**src/rtl/mips_reg_dump.sv**
```systemverilog
// Post-halt register-file dump: walks FIRST_REG..LAST_REG and
// streams each value on valid/ready with a running XOR checksum.
module mips_reg_dump #(
  parameter int FIRST_REG = 1,
  parameter int LAST_REG  = 4,
  parameter int DATA_W    = 32
) (
  input  logic              clk1,
  input  logic              rst,
  input  logic              halted_in,
  output logic [4:0]        reg_rd_addr,
  input  logic [DATA_W-1:0] reg_rd_data,
  output logic              dump_valid,
  input  logic              dump_ready,
  output logic [4:0]        dump_idx,
  output logic [DATA_W-1:0] dump_data,
  output logic              dump_last,
  output logic [DATA_W-1:0] checksum,
  output logic              busy,
  output logic              done,
  output logic              aborted
);

  localparam logic [4:0] FIRST_A = 5'(FIRST_REG);
  localparam logic [4:0] LAST_A  = 5'(LAST_REG);

  typedef enum logic [1:0] {
    S_IDLE,
    S_READ,
    S_HOLD,
    S_DONE
  } state_e;

  state_e            state_q;
  logic              halted_q;
  logic [4:0]        idx_q;
  logic              valid_q;
  logic [4:0]        didx_q;
  logic [DATA_W-1:0] data_q;
  logic              last_q;
  logic [DATA_W-1:0] csum_q;
  logic              abort_q;

  logic              start_d;
  logic              fire_d;
  logic [4:0]        idx_d;

  assign start_d = halted_in & ~halted_q;
  assign fire_d  = valid_q & dump_ready;
  assign idx_d   = idx_q + 5'd1;

  always_ff @(posedge clk1) begin
    if (rst) begin
      state_q  <= S_IDLE;
      halted_q <= 1'b0;
      idx_q    <= FIRST_A;
      valid_q  <= 1'b0;
      didx_q   <= '0;
      data_q   <= '0;
      last_q   <= 1'b0;
      csum_q   <= '0;
      abort_q  <= 1'b0;
    end else begin
      halted_q <= halted_in;
      abort_q  <= 1'b0;
      unique case (state_q)
        S_IDLE: begin
          if (start_d) begin
            state_q <= S_READ;
            idx_q   <= FIRST_A;
            csum_q  <= '0;
          end
        end
        S_READ: begin
          if (!halted_in) begin
            state_q <= S_IDLE;
            abort_q <= 1'b1;
          end else begin
            data_q  <= reg_rd_data;
            didx_q  <= idx_q;
            valid_q <= 1'b1;
            last_q  <= (idx_q == LAST_A);
            state_q <= S_HOLD;
          end
        end
        S_HOLD: begin
          // a word accepted on the abort edge still counts
          if (fire_d) begin
            csum_q  <= csum_q ^ data_q;
            valid_q <= 1'b0;
            last_q  <= 1'b0;
          end
          if (!halted_in) begin
            state_q <= S_IDLE;
            valid_q <= 1'b0;
            last_q  <= 1'b0;
            abort_q <= 1'b1;
          end else if (fire_d) begin
            if (last_q) begin
              state_q <= S_DONE;
            end else begin
              idx_q   <= idx_d;
              state_q <= S_READ;
            end
          end
        end
        S_DONE: begin
          if (!halted_in) state_q <= S_IDLE;
        end
        default: state_q <= S_IDLE;
      endcase
    end
  end

  assign reg_rd_addr = idx_q;
  assign dump_valid  = valid_q;
  assign dump_idx    = didx_q;
  assign dump_data   = data_q;
  assign dump_last   = last_q;
  assign checksum    = csum_q;
  assign busy        = (state_q == S_READ) || (state_q == S_HOLD);
  assign done        = (state_q == S_DONE);
  assign aborted     = abort_q;

endmodule

```
**config.mk**
```make
export PLATFORM = sky130hd
export DESIGN_NAME = mips_reg_dump
export DESIGN_NICKNAME = d
export VERILOG_FILES = /design/src/rtl/mips_reg_dump.sv
export SDC_FILE = /design/constraint.sdc
export NUM_CORES = 1
export LEC_CHECK = 0
export CORE_ASPECT_RATIO = 0.5
export CORE_UTILIZATION = 49
export CTS_CLUSTER_DIAMETER = 30
export DETAILED_ROUTE_END_ITERATION = 16
export PLACE_DENSITY = 0.85
export SLEW_MARGIN = 25
export SYNTH_ARGS = -nofsm -noshare
export SYNTH_HDL_FRONTEND = slang
export SYNTH_SLANG_ARGS = --single-unit
```
**constraint.sdc**
```tcl
create_clock -name clk1 -period 4.67 [get_ports clk1]
set_input_delay 0.7005 -clock clk1 [delete_from_list [all_inputs] [get_ports clk1]]
set_output_delay 0.7005 -clock clk1 [all_outputs]
set_load 0.02 [all_outputs]
```
# Yosys cells after proc, flatten, opt, wreduce, memory -nomap -nowiden
# Cells that the tools add are included.
[totals] word_cells=59 regBits=80 inputBits=36
[op_classes] n_eq_ne=11 n_reduce_logical=11 n_bitwise=5 mux=22 add_sub_neg=1
[op_table] op="$mux 32" n=2
[op_table] op="$pmux 32 s2" n=1
[op_table] op="$xor 32x32->32" n=1
[op_table] op="$mux 5" n=4
[op_table] op="$mux 2" n=6
[op_table] op="$ne 2x2->1 const B" n=6
[op_table] op="$pmux 5 s2" n=1
[op_table] op="$reduce_and 3->1" n=3
[op_table] op="$pmux 2 s4" n=1
[op_table] op="$add 5x1->5 const B" n=1
[op_table] op="$eq 5x3->1 const B" n=1
[op_table] op="$mux 1" n=5
[op_table] op="$reduce_and 5->1" n=1
[op_table] op="$eq 2x2->1 const B" n=2
[op_table] op="$pmux 1 s2" n=2
[op_table] op="$reduce_bool 2->1" n=2
[op_table] op="$reduce_or 2->1" n=2
[op_table] op="$ne 3x3->1 const B" n=1
[op_table] op="$and 1x1->1" n=2
[op_table] op="$eq 2x1->1 const B" n=1
[op_table] op="$logic_not 2->1" n=1
[op_table] op="$not 1->1" n=2
[op_table] op="$reduce_and 2->1" n=1
[op_table] op="$logic_or 1x1->1" n=1

# Longest topological paths before layout
# Gate-level depths: netlist of the first run.
[logic_depth] word_depth=5 mapped_depth=8 mapped_depth_nobuf=6

# Least setup slack after synthesis of the first run
# OpenSTA, ideal clock, no wires.
[synth_path] path_kind="input port to flip-flop" start="input halted_in" end="register csum_q[0], in the netlist checksum[0]" arrival_ps=1523 t_required_ps=4538 path_slack_ps=3015 stages=6 cell_sequence="buf_4 nor2b_4 o2111a_2 buf_6 nand3b_1 a21oi_1"
[synth_between] elab_chain_len=3
[synth_lines] element="from (decl)" line="10" source="input logic halted_in,"
[synth_lines] element="$and 1x1->1" line="48" source="assign start_d = halted_in & ~halted_q;"
[synth_lines] element="$ne 2x2->1 (no source line)"
[synth_lines] element="$reduce_and 3->1 (no source line)"
[synth_lines] element="to (signal assigned)" line="89" source="csum_q <= csum_q ^ data_q;"
[synth_lines] element="to (decl)" line="41" source="logic [DATA_W-1:0] csum_q;"
# Every way passes these cells.
# A chain may end at the register's enable or synchronous reset.

# Final worst setup path of the first run
[layout_path] start="register state_q[0]" end="output busy"
[layout_between] elab_chain_len=2 word_cells_on_any_way=3
[layout_lines] element="from (decl)" line="34" source="state_e state_q;"
[layout_lines] element="from (signal assigned)" line="54" source="state_q <= S_IDLE;"
[layout_lines] element="from (signal assigned)" line="69" source="state_q <= S_READ;"
[layout_lines] element="from (signal assigned)" line="76" source="state_q <= S_IDLE;"
[layout_lines] element="$eq 2x1->1 or $eq 2x2->1 (tied branches)" line="121" source="assign busy = (state_q == S_READ) || (state_q == S_HOLD);"
[layout_lines] element="$logic_or 1x1->1 (*)" line="121"
[layout_lines] element="to (decl)" line="19" source="output logic busy,"
# Every way passes the cells marked *; elsewhere a longest branch is shown, timed or not.

==> impl_metrics.py, run 1 <==
metrics = {
    "clock_tree": {
        "cts-root-buf": "clkbuf_16",
        "cts_buffer_depth": 2,
        "insertion_delay_ns": 0.33,
        "post_cts_buffers": 0,
        "h-tree-depth": 3,
        "clkSinkCount": 80,
        "clk_pin_slew_worst_paths_ns": 0.05,
        "cts_tree": "built",
        "cts_buffers": 9,
        "holdBufCountCts": 0,
        "cts_resized": 0,
    },
    "sta": {
        "skew_ns": 0.002512,
        "tns_ns": 0,
        "slew-limit-headroom_pct": 58.49,
        "finalCritPeriodShare_pct": 52.52,
        "tightestPinTransition_ns": 0.6226,
        "min_period_ns": 2.453,
        "rsz0062_at_grt": "false",
        "setup_viol": 0,
        "slew_violations": 0,
        "fmax_mhz": 407.7,
        "finalHoldViolCount": 0,
    },
    "synth": {
        "yosys.area.top_type": "dfxtp_1",
        "netlist_instances": 414,
        "synth_top_cell_area_share_pct": 47.44,
        "syn_nets": 458,
        "yosys_warnings": 0,
        "syn_area_per_cell_um2": 8.154,
        "async_reset_ff_share_pct": 0,
        "synth-edff-count": 0,
        "synth-seq-cells": 80,
        "syn_area_um2": 3376,
        "yosys-top-cells-area": "dfxtp_1 47%, a21oi_1 11%, nand2_1 8.8%, nand3b_1 7.1%, o21ai_0 4.2%",
        "ys_seq_area_share_pct": 47.44,
        "synth_cell_types": 38,
        "ys.flop_type": "dfxtp_1",
    },
    "worst_setup_path": {
        "cp-end-kind": "primary output",
        "crit_type": "flip-flop to primary output",
        "start_kind": "flip-flop",
        "worstPathArrival_ns": 1.75,
        "worstSetupStartpoint": "state_q[0]",
        "cp.required_ns": 3.97,
        "r2r-start": "state_q[0]",
        "path_max_fanout": 4,
    },
    "placed_design": {
        "numPortBuffers": 114,
        "gp_congestion": 0.7759,
        "dp_hpwl_mm": 5.674,
    },
    "detailed_routing": {
        "drtIter0Drc": 215,
        "finalWirelength_mm": 8.719,
        "drc_errors": 0,
        "wl_per_cell_um": 14.36,
        "firstDrtPassIters": 5,
        "ant_nets": 0,
        "vias": 3220,
        "post_drt_via_cell_ratio": 5.305,
    },
    "worst_hold_path": {
        "hp-start": "dump_idx[4]",
        "hp-class": "flip-flop to flip-flop",
    },
    "floorplanning": {
        "fp.dieH_um": 60.69,
        "core_area_um2": 6356,
        "start_util_pct": 53.11,
        "die_x_um": 119.4,
        "rows": 20,
        "dieArea_um2": 7245,
        "io-pin-count": 115,
    },
    "run_status": {
        "outcome": "finished, final reports clean",
    },
    "global_routing": {
        "grt.total_usage_pct": 24.61,
        "grt_pass1_wl_mm": 13.73,
        "grt_pass1_vias": 2983,
        "grt_max_degree": 55,
        "grt_overflow": 0,
        "grt_antenna_before_repair": 0,
    },
    "power": {
        "ir_drop_mv": 0.2026,
        "power_density_nw_per_um2": 330.0,
        "total_leakage_power_nw": 1.688,
    },
    "cells_and_area": {
        "area_delta_synth_final_pct": 41.85,
        "mostFrequentLayoutCells": "113 x clkdlybuf4s50_1, 80 x dfxtp_1, 79 x nand2_1, 76 x a21oi_1, 36 x nor2_1",
        "utilization_pct": 75.33,
        "nets": 560,
        "layout_commonest_cell": "clkdlybuf4s50_1",
        "layout-drive-gt1-share_pct": 4.817,
        "insertedDiodeCount": 0,
    },
    "run": {
        "drv_cap": 0,
    },
}
-- worst paths after layout --
| path | endpoint | slack (ns) | cells past startpoint |
|---|---|---|---|
| max | busy | 2.22 | 3 |
| min | dump_idx[4] | 0.46 | 2 |
| max reg2reg | checksum[2] | 2.54 | 6 |
| min reg2reg | dump_idx[4] | 0.46 | 2 |
-- logic make-up (layout without fill, tap and decap cells) --
kind of cell,count (synthesis),in the layout,synth area share (%)
AOI/OAI and AO/OA,121,121,19.98
adders and majority gates,8,8,2.965
buffers and inverters,38,143,5.300
DFF,80,80,47.44
muxes,3,3,0.9266
and+or+nand+nor,164,164,23.39
-- area by class of cell --
cell class,instances,area (um^2)
multi-input cells,296,1595
well taps,88,110.1
clock buffers,14,274.0
flip-flops and latches,80,1602
fillers,518,1568
repair buffers,118,1166
inverters,11,41.29
-- metal layers --
layer / vias to the layer above / share of wire, % / GRT usage (%)
met2: 67 / 51 / 47.01
met5: - / 0 / 0
met3: 13 / 4.6 / 6.955
li1: 1607 / - / -
met1: 1533 / 43 / 27.01
met4: 0 / 1.1 / 9.643
-- flip-flops by register name (all words and copies together), names as in the netlist --
name,flops
checksum,32
dump_data,32
dump_idx,5
reg_rd_addr,5
state_q,2
aborted,1
dump_last,1
dump_valid,1
halted_q,1
-- cells in the mapped netlist, types with 2 or more instances --
library cell,count
nand3_1,3
nand2b_1,2
buf_2,4
clkbuf_2,4
mux2i_1,2
nand2_1,79
o32ai_1,3
inv_1,11
o21ai_1,5
nor3b_1,2
or3_1,3
buf_6,3
ha_1,8
nor2_1,36
nand3b_1,32
clkbuf_1,14
dfxtp_1,80
a21oi_1,76
o21ai_0,28
-- power by group --
part           internal [mW]  switching [mW]  leakage, nW  total [mW]
sequential             0.704          0.0210        0.648       0.725
combinational         0.0915           0.119        0.905       0.211
clock                  0.398           0.247        0.135       0.645
-- critical path: stages (launching register included) --
cell and delay (ns):
dfxtp_1 0.40, inv_1 0.12, ha_1 0.31, clkdlybuf4s50_1 0.60
-- metrics by stage --
step | area (um^2) | power [mW] | cells | hold WS [ns] | setup WS (ns)
floorplan | 3376 | 0.8555 | 414 | 0.5236 | 3.015
global placement | 4514 | 0.9449 | 593 | 0.4448 | 2.036
detailed placement | 4514 | 0.9491 | 593 | 0.4495 | 1.977
CTS | 4788 | 1.590 | 607 | 0.4590 | 2.219
global route | 4788 | 1.634 | 607 | 0.4754 | 2.134
finish | 4788 | 1.580 | 607 | 0.4559 | 2.217
Power figures use the tool's default switching activity.
==> inputs of run 2 (changes only) <==
- CORE_UTILIZATION: 49 -> 41
- PLACE_DENSITY: 0.85 -> 0.76
- clock period: 4.67 -> 2.1 ns (I/O delays scaled with it)
==> run 2 against run 1 <==
Non-clock buffer count increased by 6. Clock-buffer cell count is 3 lower. Setup slack got worse by 1.9 ns. First-iteration DRC count rose by 0.93%. Clock power rose to 2.6 times the previous value. Die area is 19% higher. Clock skew grew 0.0030 ns. Utilization down 11 points. Combinational power rose by 130%. Highest routed layer unchanged.
==> impl_metrics.py, run 2 (synthesis results as in run 1) <==
metrics = {
    "run_status": {
        "outcome": "finished, final reports clean",
    },
    "detailed_routing": {
        "firstDrtPassIters": 4,
        "finalWirelength_mm": 8.551,
        "post_drt_via_cell_ratio": 5.088,
        "wl_per_cell_um": 13.47,
        "ant_nets": 0,
        "drtIter0Drc": 217,
        "vias": 3231,
        "drc_errors": 0,
    },
    "worst_setup_path": {
        "r2r-start": "state_q[0]",
        "cp_num_cells": 2,
        "path_max_fanout": 4,
        "crit_end": "done",
        "start_kind": "flip-flop",
        "cp_top_family": "buffers and inverters",
        "r2r-end": "checksum[24]",
        "worstPathArrival_ns": 1.51,
        "crit_type": "flip-flop to primary output",
        "worstRegToRegCells": 7,
        "path_cells": "ha_1 > clkdlybuf4s50_1",
        "critical_path.slowest_cell": "clkdlybuf4s50_1",
        "crit_buf_inv": 1,
        "max_stage_delay_ns": 0.60,
        "cp.required_ns": 1.78,
        "worstSetupStartpoint": "state_q[0]",
        "cp-end-kind": "primary output",
        "rrSetupSlack_ns": 0.29,
    },
    "sta": {
        "setup_viol": 0,
        "min_period_ns": 1.826,
        "tightestPinTransition_ns": 0.6722,
        "skew_ns": 0.005488,
        "finalCritPeriodShare_pct": 86.93,
        "rsz0062_at_grt": "false",
        "fmax_mhz": 547.8,
        "slew_violations": 0,
        "finalHoldViolCount": 0,
        "tns_ns": 0,
        "slew-limit-headroom_pct": 55.19,
    },
    "clock_tree": {
        "cts_resized": 0,
        "holdBufCountCts": 0,
        "cts_tree": "built",
        "cts_buffer_depth": 2,
        "insertion_delay_ns": 0.33,
        "cts-root-buf": "clkbuf_16",
        "h-tree-depth": 3,
        "cts_buffers": 9,
        "clkSinkCount": 80,
        "clk_pin_slew_worst_paths_ns": 0.06,
        "post_cts_buffers": 0,
    },
    "global_routing": {
        "grt.total_usage_pct": 21.06,
        "grt_max_degree": 51,
        "grt_pass1_vias": 3005,
        "grt_pass1_wl_mm": 14.02,
        "grt_antenna_before_repair": 0,
        "grt_overflow": 0,
    },
    "cells_and_area": {
        "design_area_um2": 4956,
        "final_cell_count_no_fill": 635,
        "utilization_pct": 64.76,
        "layout_commonest_cell": "clkdlybuf4s50_1",
        "mostFrequentLayoutCells": "112 x clkdlybuf4s50_1, 80 x dfxtp_1, 79 x nand2_1, 76 x a21oi_1, 36 x nor2_1",
        "area_delta_synth_final_pct": 46.81,
        "nets": 566,
        "insertedDiodeCount": 0,
        "layout-drive-gt1-share_pct": 6.452,
    },
    "power": {
        "total_leakage_power_nw": 1.778,
        "power_density_nw_per_um2": 765.5,
        "ir_drop_mv": 0.4474,
    },
    "floorplanning": {
        "io-pin-count": 115,
        "dieArea_um2": 8622,
        "start_util_pct": 44.11,
        "rows": 22,
        "core_area_um2": 7652,
        "fp.dieH_um": 66.16,
        "die_x_um": 130.3,
    },
    "placed_design": {
        "placed_cell_area_um2": 4622,
        "gp_congestion": 0.8584,
        "numPortBuffers": 114,
        "dp_cells": 619,
        "dp_hpwl_mm": 5.770,
    },
    "worst_hold_path": {
        "hp-class": "flip-flop to flip-flop",
    },
    "run": {
        "drv_cap": 0,
    },
}
[run 2: through the flow]
step / hold slack, ns / setup WS [ns] / power, mW
6_report: 0.4539 / 0.2744 / 3.794
5_1_grt: 0.4764 / 0.1688 / 3.951
4_1_cts: 0.4555 / 0.02495 / 3.833
3_5_place_dp: 0.4478 / 0.2190 / 2.133
3_3_place_gp: 0.4456 / 0.2388 / 2.127
2_1_floorplan: 0.3939 / 0.5195 / 1.902
[run 2: worst min path at each step]
stage	startpoint	endpoint	slack, ns	depth (start not counted)
2_1_floorplan	rst	halted_q	0.39	1
3_3_place_gp	dump_idx[3]	dump_idx[3]	0.45	2
3_5_place_dp	dump_idx[4]	dump_idx[4]	0.45	2
4_1_cts	dump_idx[4]	dump_idx[4]	0.46	2
5_1_grt	dump_idx[3]	dump_idx[3]	0.48	2
6_report	dump_idx[3]	dump_idx[3]	0.45	2
[run 2: worst register-to-register path, delay by kind of cell, from the launching register on]
| kind | cells | cell delay (ns) |
|---|---|---|
| AO/OA/AOI/OAI | 3 | 0.63 |
| flip-flops | 1 | 0.38 |
| buffers and inverters | 2 | 0.33 |
| adder cells (fa/ha/maj) | 1 | 0.30 |
| AND/OR/NAND/NOR | 1 | 0.10 |
[run 2: layout make-up]
type / instances / area, um^2
Timing Repair Buffer: 124 / 1251
Sequential cell: 80 / 1602
Multi-Input combinational cell: 296 / 1595
Clock inverter: 5 / 78.83
Tap cell: 108 / 135.1
Clock buffer: 11 / 252.7
Inverter: 11 / 41.29
Fill cell: 669 / 2696
[run 2: power by group]
group / internal [mW] / leakage (nW) / total [mW] / switching [mW]
registers: 1.56 / 0.648 / 1.61 / 0.0458
logic: 0.220 / 0.965 / 0.487 / 0.266
clock network: 1.10 / 0.165 / 1.70 / 0.594
[run 2: metal layers]
metal,GRT usage (%),vias up,share of wire [%]
met5,0,-,0
met4,7.267,0,1.1
met3,5.259,9,4.2
met2,36.70,66,49
met1,25.39,1531,46
li1,-,1625,-
